**src/rtl/multicycle_control_if.sv**
```systemverilog
// multicycle_control_if: sequencer-facing bus bundling datapath controls, memory handshake and status
// master: the sequencer (drives controls/mem_req, reads opcode/flags/mem_ready)
// slave:  the datapath/memory side (drives opcode/flags/mem_ready, reads controls)
interface multicycle_control_if #(
    parameter int RETIRE_W = 32
);
    logic                start;
    logic [6:0]          opcode;
    logic                inv_func;
    logic                alu_zero;
    logic                mem_ready;
    logic                mem_req;
    logic                mem_we;
    logic                iord;
    logic                ir_write;
    logic                pc_write;
    logic                pc_src;
    logic                alu_src_a;
    logic [1:0]          alu_src_b;
    logic [1:0]          alu_op;
    logic                reg_write;
    logic                mem_to_reg;
    logic                trap;
    logic [3:0]          state;
    logic [RETIRE_W-1:0] retired;

    modport master (
        input  start, opcode, inv_func, alu_zero, mem_ready,
        output mem_req, mem_we, iord, ir_write, pc_write, pc_src, alu_src_a,
               alu_src_b, alu_op, reg_write, mem_to_reg, trap, state, retired
    );

    modport slave (
        output start, opcode, inv_func, alu_zero, mem_ready,
        input  mem_req, mem_we, iord, ir_write, pc_write, pc_src, alu_src_a,
               alu_src_b, alu_op, reg_write, mem_to_reg, trap, state, retired
    );
endinterface

```
**src/rtl/multicycle_control.sv**
```systemverilog
// multicycle_control: FSM sequencer for the multi-cycle RV32 subset core (ADD/SUB/OR/AND, LW, SW, BEQ)
// clk/reset: rising-edge clock, asynchronous active-high reset
// bus (master): start/opcode/inv_func/alu_zero/mem_ready in; datapath selects, memory
// request, trap, debug state and retired-instruction count out
module multicycle_control #(
    parameter logic [6:0] OP_R      = 7'b0110011,
    parameter logic [6:0] OP_LOAD   = 7'b0000011,
    parameter logic [6:0] OP_STORE  = 7'b0100011,
    parameter logic [6:0] OP_BRANCH = 7'b1100011,
    parameter int         RETIRE_W  = 32
) (
    input logic                  clk,
    input logic                  reset,
    multicycle_control_if.master bus
);
    typedef enum logic [3:0] {
        IDLE     = 4'd0,
        FETCH    = 4'd1,
        DECODE   = 4'd2,
        EXEC     = 4'd3,
        MEM_ADDR = 4'd4,
        MEM_RD   = 4'd5,
        MEM_WB   = 4'd6,
        MEM_WR   = 4'd7,
        R_WB     = 4'd8,
        BRANCH   = 4'd9,
        TRAP     = 4'd10
    } state_t;

    state_t              state_q, state_d;
    logic                inc;
    logic [RETIRE_W-1:0] retired_q;

    always_ff @(posedge clk or posedge reset) begin
        if (reset) begin
            state_q   <= IDLE;
            retired_q <= '0;
        end else begin
            state_q   <= state_d;
            retired_q <= inc ? retired_q + 1'b1 : retired_q;
        end
    end

    assign bus.state   = state_q;
    assign bus.retired = retired_q;

    always_comb begin
        state_d        = state_q;
        inc            = 1'b0;
        bus.mem_req    = 1'b0;
        bus.mem_we     = 1'b0;
        bus.iord       = 1'b0;
        bus.ir_write   = 1'b0;
        bus.pc_write   = 1'b0;
        bus.pc_src     = 1'b0;
        bus.alu_src_a  = 1'b0;
        bus.alu_src_b  = 2'b00;
        bus.alu_op     = 2'b00;
        bus.reg_write  = 1'b0;
        bus.mem_to_reg = 1'b0;
        bus.trap       = 1'b0;
        case (state_q)
            IDLE: state_d = bus.start ? FETCH : IDLE;
            FETCH: begin
                // PC+4 computed on the ALU while the instruction is read
                bus.mem_req   = 1'b1;
                bus.alu_src_b = 2'b01;
                bus.ir_write  = bus.mem_ready;
                bus.pc_write  = bus.mem_ready;
                state_d       = bus.mem_ready ? DECODE : FETCH;
            end
            DECODE: begin
                // speculative branch target lands in ALUOut
                bus.alu_src_b = 2'b11;
                state_d = (bus.opcode == OP_R) ? EXEC :
                          (bus.opcode == OP_LOAD || bus.opcode == OP_STORE) ? MEM_ADDR :
                          (bus.opcode == OP_BRANCH) ? BRANCH : TRAP;
            end
            EXEC: begin
                bus.alu_src_a = 1'b1;
                bus.alu_op    = 2'b10;
                state_d       = bus.inv_func ? TRAP : R_WB;
            end
            R_WB: begin
                bus.reg_write = 1'b1;
                inc           = 1'b1;
                state_d       = FETCH;
            end
            MEM_ADDR: begin
                bus.alu_src_a = 1'b1;
                bus.alu_src_b = 2'b10;
                state_d       = (bus.opcode == OP_LOAD) ? MEM_RD : MEM_WR;
            end
            MEM_RD: begin
                bus.mem_req = 1'b1;
                bus.iord    = 1'b1;
                state_d     = bus.mem_ready ? MEM_WB : MEM_RD;
            end
            MEM_WB: begin
                bus.reg_write  = 1'b1;
                bus.mem_to_reg = 1'b1;
                inc            = 1'b1;
                state_d        = FETCH;
            end
            MEM_WR: begin
                bus.mem_req = 1'b1;
                bus.mem_we  = 1'b1;
                bus.iord    = 1'b1;
                inc         = bus.mem_ready;
                state_d     = bus.mem_ready ? FETCH : MEM_WR;
            end
            BRANCH: begin
                // rs1-rs2 compare; taken branch loads the target held in ALUOut
                bus.alu_src_a = 1'b1;
                bus.alu_op    = 2'b01;
                bus.pc_src    = 1'b1;
                bus.pc_write  = bus.alu_zero;
                inc           = 1'b1;
                state_d       = FETCH;
            end
            TRAP: bus.trap = 1'b1;
            default: state_d = IDLE;
        endcase
    end
endmodule

```
**src/flat_wrapper.sv**
```systemverilog
// flat-port wrapper written by rule: the top's interface ports become plain ports
module multicycle_control_flat 
#(
    parameter logic [6:0] OP_R      = 7'b0110011,
    parameter logic [6:0] OP_LOAD   = 7'b0000011,
    parameter logic [6:0] OP_STORE  = 7'b0100011,
    parameter logic [6:0] OP_BRANCH = 7'b1100011,
    parameter int         RETIRE_W  = 32
)
  (clk, reset, bus_start, bus_opcode, bus_inv_func, bus_alu_zero, bus_mem_ready, bus_mem_req, bus_mem_we, bus_iord, bus_ir_write, bus_pc_write, bus_pc_src, bus_alu_src_a, bus_alu_src_b, bus_alu_op, bus_reg_write, bus_mem_to_reg, bus_trap, bus_state, bus_retired);
  multicycle_control_if #(.RETIRE_W(RETIRE_W)) bus_i ();
  input logic clk;
  input logic reset;
  input wire logic [$bits(bus_i.start)-1:0] bus_start;
  input wire logic [$bits(bus_i.opcode)-1:0] bus_opcode;
  input wire logic [$bits(bus_i.inv_func)-1:0] bus_inv_func;
  input wire logic [$bits(bus_i.alu_zero)-1:0] bus_alu_zero;
  input wire logic [$bits(bus_i.mem_ready)-1:0] bus_mem_ready;
  output wire logic [$bits(bus_i.mem_req)-1:0] bus_mem_req;
  output wire logic [$bits(bus_i.mem_we)-1:0] bus_mem_we;
  output wire logic [$bits(bus_i.iord)-1:0] bus_iord;
  output wire logic [$bits(bus_i.ir_write)-1:0] bus_ir_write;
  output wire logic [$bits(bus_i.pc_write)-1:0] bus_pc_write;
  output wire logic [$bits(bus_i.pc_src)-1:0] bus_pc_src;
  output wire logic [$bits(bus_i.alu_src_a)-1:0] bus_alu_src_a;
  output wire logic [$bits(bus_i.alu_src_b)-1:0] bus_alu_src_b;
  output wire logic [$bits(bus_i.alu_op)-1:0] bus_alu_op;
  output wire logic [$bits(bus_i.reg_write)-1:0] bus_reg_write;
  output wire logic [$bits(bus_i.mem_to_reg)-1:0] bus_mem_to_reg;
  output wire logic [$bits(bus_i.trap)-1:0] bus_trap;
  output wire logic [$bits(bus_i.state)-1:0] bus_state;
  output wire logic [$bits(bus_i.retired)-1:0] bus_retired;
  assign bus_i.start = bus_start;
  assign bus_i.opcode = bus_opcode;
  assign bus_i.inv_func = bus_inv_func;
  assign bus_i.alu_zero = bus_alu_zero;
  assign bus_i.mem_ready = bus_mem_ready;
  assign bus_mem_req = bus_i.mem_req;
  assign bus_mem_we = bus_i.mem_we;
  assign bus_iord = bus_i.iord;
  assign bus_ir_write = bus_i.ir_write;
  assign bus_pc_write = bus_i.pc_write;
  assign bus_pc_src = bus_i.pc_src;
  assign bus_alu_src_a = bus_i.alu_src_a;
  assign bus_alu_src_b = bus_i.alu_src_b;
  assign bus_alu_op = bus_i.alu_op;
  assign bus_reg_write = bus_i.reg_write;
  assign bus_mem_to_reg = bus_i.mem_to_reg;
  assign bus_trap = bus_i.trap;
  assign bus_state = bus_i.state;
  assign bus_retired = bus_i.retired;
  multicycle_control #(.OP_R(OP_R), .OP_LOAD(OP_LOAD), .OP_STORE(OP_STORE), .OP_BRANCH(OP_BRANCH), .RETIRE_W(RETIRE_W)) u_core (.clk(clk), .reset(reset), .bus(bus_i));
endmodule
```
**config.mk**
```make
export PLATFORM = sky130hd
export DESIGN_NAME = multicycle_control_flat
export DESIGN_NICKNAME = d
export VERILOG_FILES = /design/src/rtl/multicycle_control_if.sv /design/src/rtl/multicycle_control.sv /design/src/flat_wrapper.sv
export SDC_FILE = /design/constraint.sdc
export NUM_CORES = 1
export LEC_CHECK = 0
export BUFFER_PORTS_ARGS = -buffer_cell sky130_fd_sc_hd__buf_4
export CAP_MARGIN = 20
export CORE_MARGIN = 2
export CORE_UTILIZATION = 50
export CTS_CLUSTER_SIZE = 8
export DETAILED_ROUTE_END_ITERATION = 10
export GPL_TIMING_DRIVEN = 0
export PLACE_DENSITY_LB_ADDON = 0.1
export SYNTH_ARGS = -nofsm -noshare
export SYNTH_HDL_FRONTEND = slang
export SYNTH_SLANG_ARGS = --single-unit
export TNS_END_PERCENT = 5
```
**constraint.sdc**
```tcl
create_clock -name clk -period 4.7 [get_ports clk]
set_clock_uncertainty 0.05 [all_clocks]
set_input_delay 0.235 -clock clk [delete_from_list [all_inputs] [get_ports clk]]
set_output_delay 0.235 -clock clk [all_outputs]
set_load 0.05 [all_outputs]
```
# ---- Yosys cells after proc, flatten, opt, wreduce, memory -nomap -nowiden
# Index checks and enable logic that the tools add are counted.
# W data, S select, Z words.
dict set report word_totals {
  regBits 36
  out_inout_bits 50
  in_bits 13
}
dict set report op_classes {
  n_eq_ne 14
  n_mux 23
  add_sub_neg 1
  reduce_logical 7
}
# operator n
set op_table {}
lappend op_table {{$pmux W4 S9} 1}
lappend op_table {{$add A32 B1 Y32 const B} 1}
lappend op_table {{$eq A4 B3 Y1 const B} 4}
lappend op_table {{$eq A7 B6 Y1 const B} 2}
lappend op_table {{$eq A4 B4 Y1 const B} 3}
lappend op_table {{$mux W1} 10}
lappend op_table {{$mux W2} 5}
lappend op_table {{$reduce_or A3 Y1} 3}
lappend op_table {{$eq A4 B2 Y1 const B} 2}
lappend op_table {{$mux W4} 2}
lappend op_table {{$eq A7 B2 Y1 const B} 1}
lappend op_table {{$eq A7 B7 Y1 const B} 1}
lappend op_table {{$pmux W2 S3} 1}
lappend op_table {{$eq A4 B1 Y1 const B} 1}
lappend op_table {{$logic_not A4 Y1} 1}
lappend op_table {{$pmux W1 S2} 2}
lappend op_table {{$pmux W2 S2} 1}
lappend op_table {{$reduce_or A2 Y1} 2}
lappend op_table {{$mux W3} 1}
lappend op_table {{$logic_or A1 B1 Y1} 1}

# ---- Depth between registers and ports, before layout
dict set report depth {
  word_depth 5
  depth_mapped 7
  ltp_nobuf 5
}

# ---- Least setup slack after synthesis
# No wires, ideal clock.
dict set report synth_path {
  path_type {flip-flop to output port}
  startpoint {register u_core.state_q[3], in the netlist u_core.bus.state[3]}
  endpoint {output bus_alu_src_a}
  path_stages_with_launch 6
  required_ns 4.415
  slack_ns 1.995
  t_arrival_ns 2.420
  path_cell_list {dfrtp_1 buf_2 nand2b_1 buf_2 mux2_2 o21ai_0}
}
dict set report synth_between {
  elab_chain_cells 3
}
# item line
set synth_rtl {}
lappend synth_rtl {{from (decl)} multicycle_control.sv:30} ;# state_t state_q, state_d;
lappend synth_rtl {{from (signal assigned)} multicycle_control.sv:39} ;# state_q <= state_d;
lappend synth_rtl {{$eq A4 B2 Y1 (tied with other cells)} multicycle_control.sv:62} ;# case (state_q)
lappend synth_rtl {{$reduce_or A3 Y1 (no line) (*)} --}
lappend synth_rtl {{$mux W1 (*)} multicycle_control.sv:62}
lappend synth_rtl {{to (decl)} flat_wrapper.sv:25} ;# output wire logic [$bits(bus_i.alu_src_a)-1:0] bus_alu_src_a;
# Mark *: on every way between the ends. The rest lies on a longest branch, timed or not.

# ---- Worst setup path after layout
dict set report layout_path {
  startpoint {register u_core.state_q[0], in the netlist u_core.bus.state[0]}
  endpoint {output bus_alu_src_a}
}
# Same word-level chain as after synthesis.

==> results.cfg <==
[worst_setup_path]
reg2reg_from = u_core.bus.retired[0]$_DFFE_PP0P_
cp.arrival_ns = 1.79
r2r-end = u_core.bus.retired[28]$_DFFE_PP0P_
cp-start-kind = flip-flop
end_kind = output pin
rrSetupSlack_ns = 2.76
cp_max_fo = 10
reg2regPathDepth = 5
required_ns = 4.41
critical_path_class = flip-flop to output pin

[synthesis]
yosysTopAreaCell = dfrtp_1
async_flop_share_pct = 100.0
syn-mean-instance-area_um2 = 10.17
synth_cell_type_count = 39
synth_edf_count = 0
synth_flop_cell = dfrtp_1
ys_warn_count = 0
synthTopCellsByArea = dfrtp_1 (46%), xnor2_1 (14%), nand4_1 (7.6%)
syn_area_um2 = 1973
syn-instance-count = 194
syn-num-nets = 208
synth_seq_cells = 36
synth.top_cell.area_share_pct = 45.66
yosysSeqAreaShare_pct = 45.66

[clock_tree]
ctsHoldBuffers = 0
htree_num_levels = 2
cts_tree = yes
clkSinkCount = 36
clockBufferDepth = 2
clock_latency_ns = 0.28
cts-root-buf = clkbuf_8
cts_resized = 0
clk_pin_slew_ns = 0.07
cts_setup_buffers = 0
cts_buffers = 5

[routing]
routed_wl_um = 4638
num_vias = 1722
drtAntennaViolNets = 0
drc = 0
vias_per_cell = 5.502
drtPass1Iterations = 4
avgRoutedWirePerCell_um = 14.82
drt_iter0_drc = 153

[cells_and_area]
finalInstanceArea_um2 = 2653
num_antenna_cells = 0
layout.cells.non_filler = 313
drive_gt1_share_pct = 32.45
fillerInstances = 329
area_growth_pct = 34.43
final_cell_mix = buf_4 (62), dfrtp_1 (36), xnor2_1 (31)
final_common_cell = buf_4
finalNetCount = 278

[grt]
grt_max_degree = 23
grt-ovfl-total = 0
grt_busiest_layer = met2
grt_use_met2_pct = 39.00
grt_pass1_vias = 1649
antenna_found_initial = 0
grt_pass1_wl_um = 7707
grtUsageTotal_pct = 22.92
use_met1_pct = 28.45
grt_use_met3_pct = 5.574

[timing]
rsz0062_at_grt = no
finalHoldViolCount = 14
setup_viol = 0
drv_slew = 0
finalSetupTns_ns = 0
period_share_pct = 44.22
maxSlewHeadroom_pct = 57.21
hold_slack_ns = -0.01233
min_period_ns = 2.078
fmax_mhz = 481.2
worst_pin_slew_ns = 0.6412

[status]
failed_checks = hold timing
outcome = complete, but fails checks

[placement]
place_area_um2 = 2526
dp.cells = 305
dp.final_hpwl_um = 3402
port-buffer-count = 62
gp_congestion = 0.7924

[floorplan]
initial_core_util_pct = 53.10
die_w_um = 66.82
dieArea_um2 = 4465
die_h_um = 66.82
core.rowCount = 22
ioPinCount = 63
design.core.area_um2 = 3716

[pwr]
leakagePower_nw = 1.281
peakVddDrop_mv = 0.3573
power_density_nw_per_um2 = 483.2

[worst_hold_path]
min_path_type = input pin to async pin

[job]
cap_violations = 0
## Yosys cell counts, types with 2 or more instances
| master | instances |
|---|---|
| a21oi_1 | 4 |
| and2_1 | 4 |
| and3_1 | 8 |
| buf_2 | 8 |
| dfrtp_1 | 36 |
| inv_1 | 5 |
| nand2_1 | 10 |
| nand2b_1 | 7 |
| nand3_1 | 8 |
| nand3b_1 | 3 |
| nand4_1 | 24 |
| nor2_1 | 10 |
| nor2b_1 | 3 |
| nor3_1 | 4 |
| nor4_4 | 2 |
| o21ai_0 | 3 |
| o22a_1 | 2 |
| xnor2_1 | 31 |
| xor2_1 | 2 |
## worst max-delay path by stage
| stage | from | end | slack (ns) | cells past startpoint |
|---|---|---|---|---|
| floorplan | u_core.bus.state[3]$_DFFE_PP0N_ | bus_alu_src_a | 1.99 | 5 |
| global placement | u_core.bus.retired[0]$_DFFE_PP0P_ | u_core.bus.retired[28]$_DFFE_PP0P_ | 2.81 | 5 |
| detailed placement | u_core.bus.retired[0]$_DFFE_PP0P_ | u_core.bus.retired[28]$_DFFE_PP0P_ | 2.77 | 5 |
| CTS | u_core.bus.state[0]$_DFFE_PP0N_ | bus_alu_src_a | 2.63 | 4 |
| global route | u_core.bus.state[0]$_DFFE_PP0N_ | bus_alu_src_a | 2.48 | 4 |
| finish | u_core.bus.state[0]$_DFFE_PP0N_ | bus_alu_src_a | 2.62 | 4 |
## final cells by class
cell class / count / area, um2 / area share (%)
inverter: 5 / 18.77 / 0.7075
sequential: 36 / 900.9 / 33.96
clock inverter: 1 / 30.03 / 1.132
timing repair buffer: 63 / 493.0 / 18.58
buffer: 9 / 43.79 / 1.651
multi-input combinational: 144 / 1010 / 38.07
tap: 48 / 60.06 / 2.264
clock buffer: 7 / 96.34 / 3.632
## cell families (layout without fill, tap and decap cells)
group / count (synthesis) / after routing / synth area share [%]
XOR/XNOR: 33 / 33 / 14.65
adder cells (fa/ha/maj): 1 / 1 / 0.6340
AND/OR/NAND/NOR: 91 / 91 / 29.11
buffers and inverters: 14 / 85 / 3.171
AO/OA/AOI/OAI: 18 / 18 / 6.215
multiplexers: 1 / 1 / 0.5707
flip-flops: 36 / 36 / 45.66
## flip-flops by register name, indices dropped and copies added (netlist names)
register            flops
u_core.bus.retired     32
u_core.bus.state        4
## per-stage QoR
stage	total power [mW]	setup WS, ns	utilization (%)
2_1_floorplan	0.8180	1.995	-
3_3_place_gp	0.9860	2.814	67.24
3_5_place_dp	0.9921	2.765	67.98
4_1_cts	1.288	2.627	71.38
5_1_grt	1.344	2.479	71.38
6_report	1.282	2.622	71.38
## report_power, final
group / internal (mW) / switching, mW
sequential: 0.341 / 0.0433
clock: 0.187 / 0.109
combinational: 0.187 / 0.415
## per-layer routing
| metal | wire (um) | part of all wire [%] |
|---|---|---|
| met5 | 0 | 0 |
| met4 | 70 | 1.5 |
| met3 | 252 | 5.4 |
| met2 | 2231 | 48 |
| met1 | 2082 | 45 |
## worst max-delay path: stages (launching register included)
cell,delay (ns)
dfrtp_1,0.42
clkbuf_1,0.35
mux2_2,0.38
o21ai_0,0.15
buf_4,0.22
Note: power is estimated with default switching activity, not from simulation.
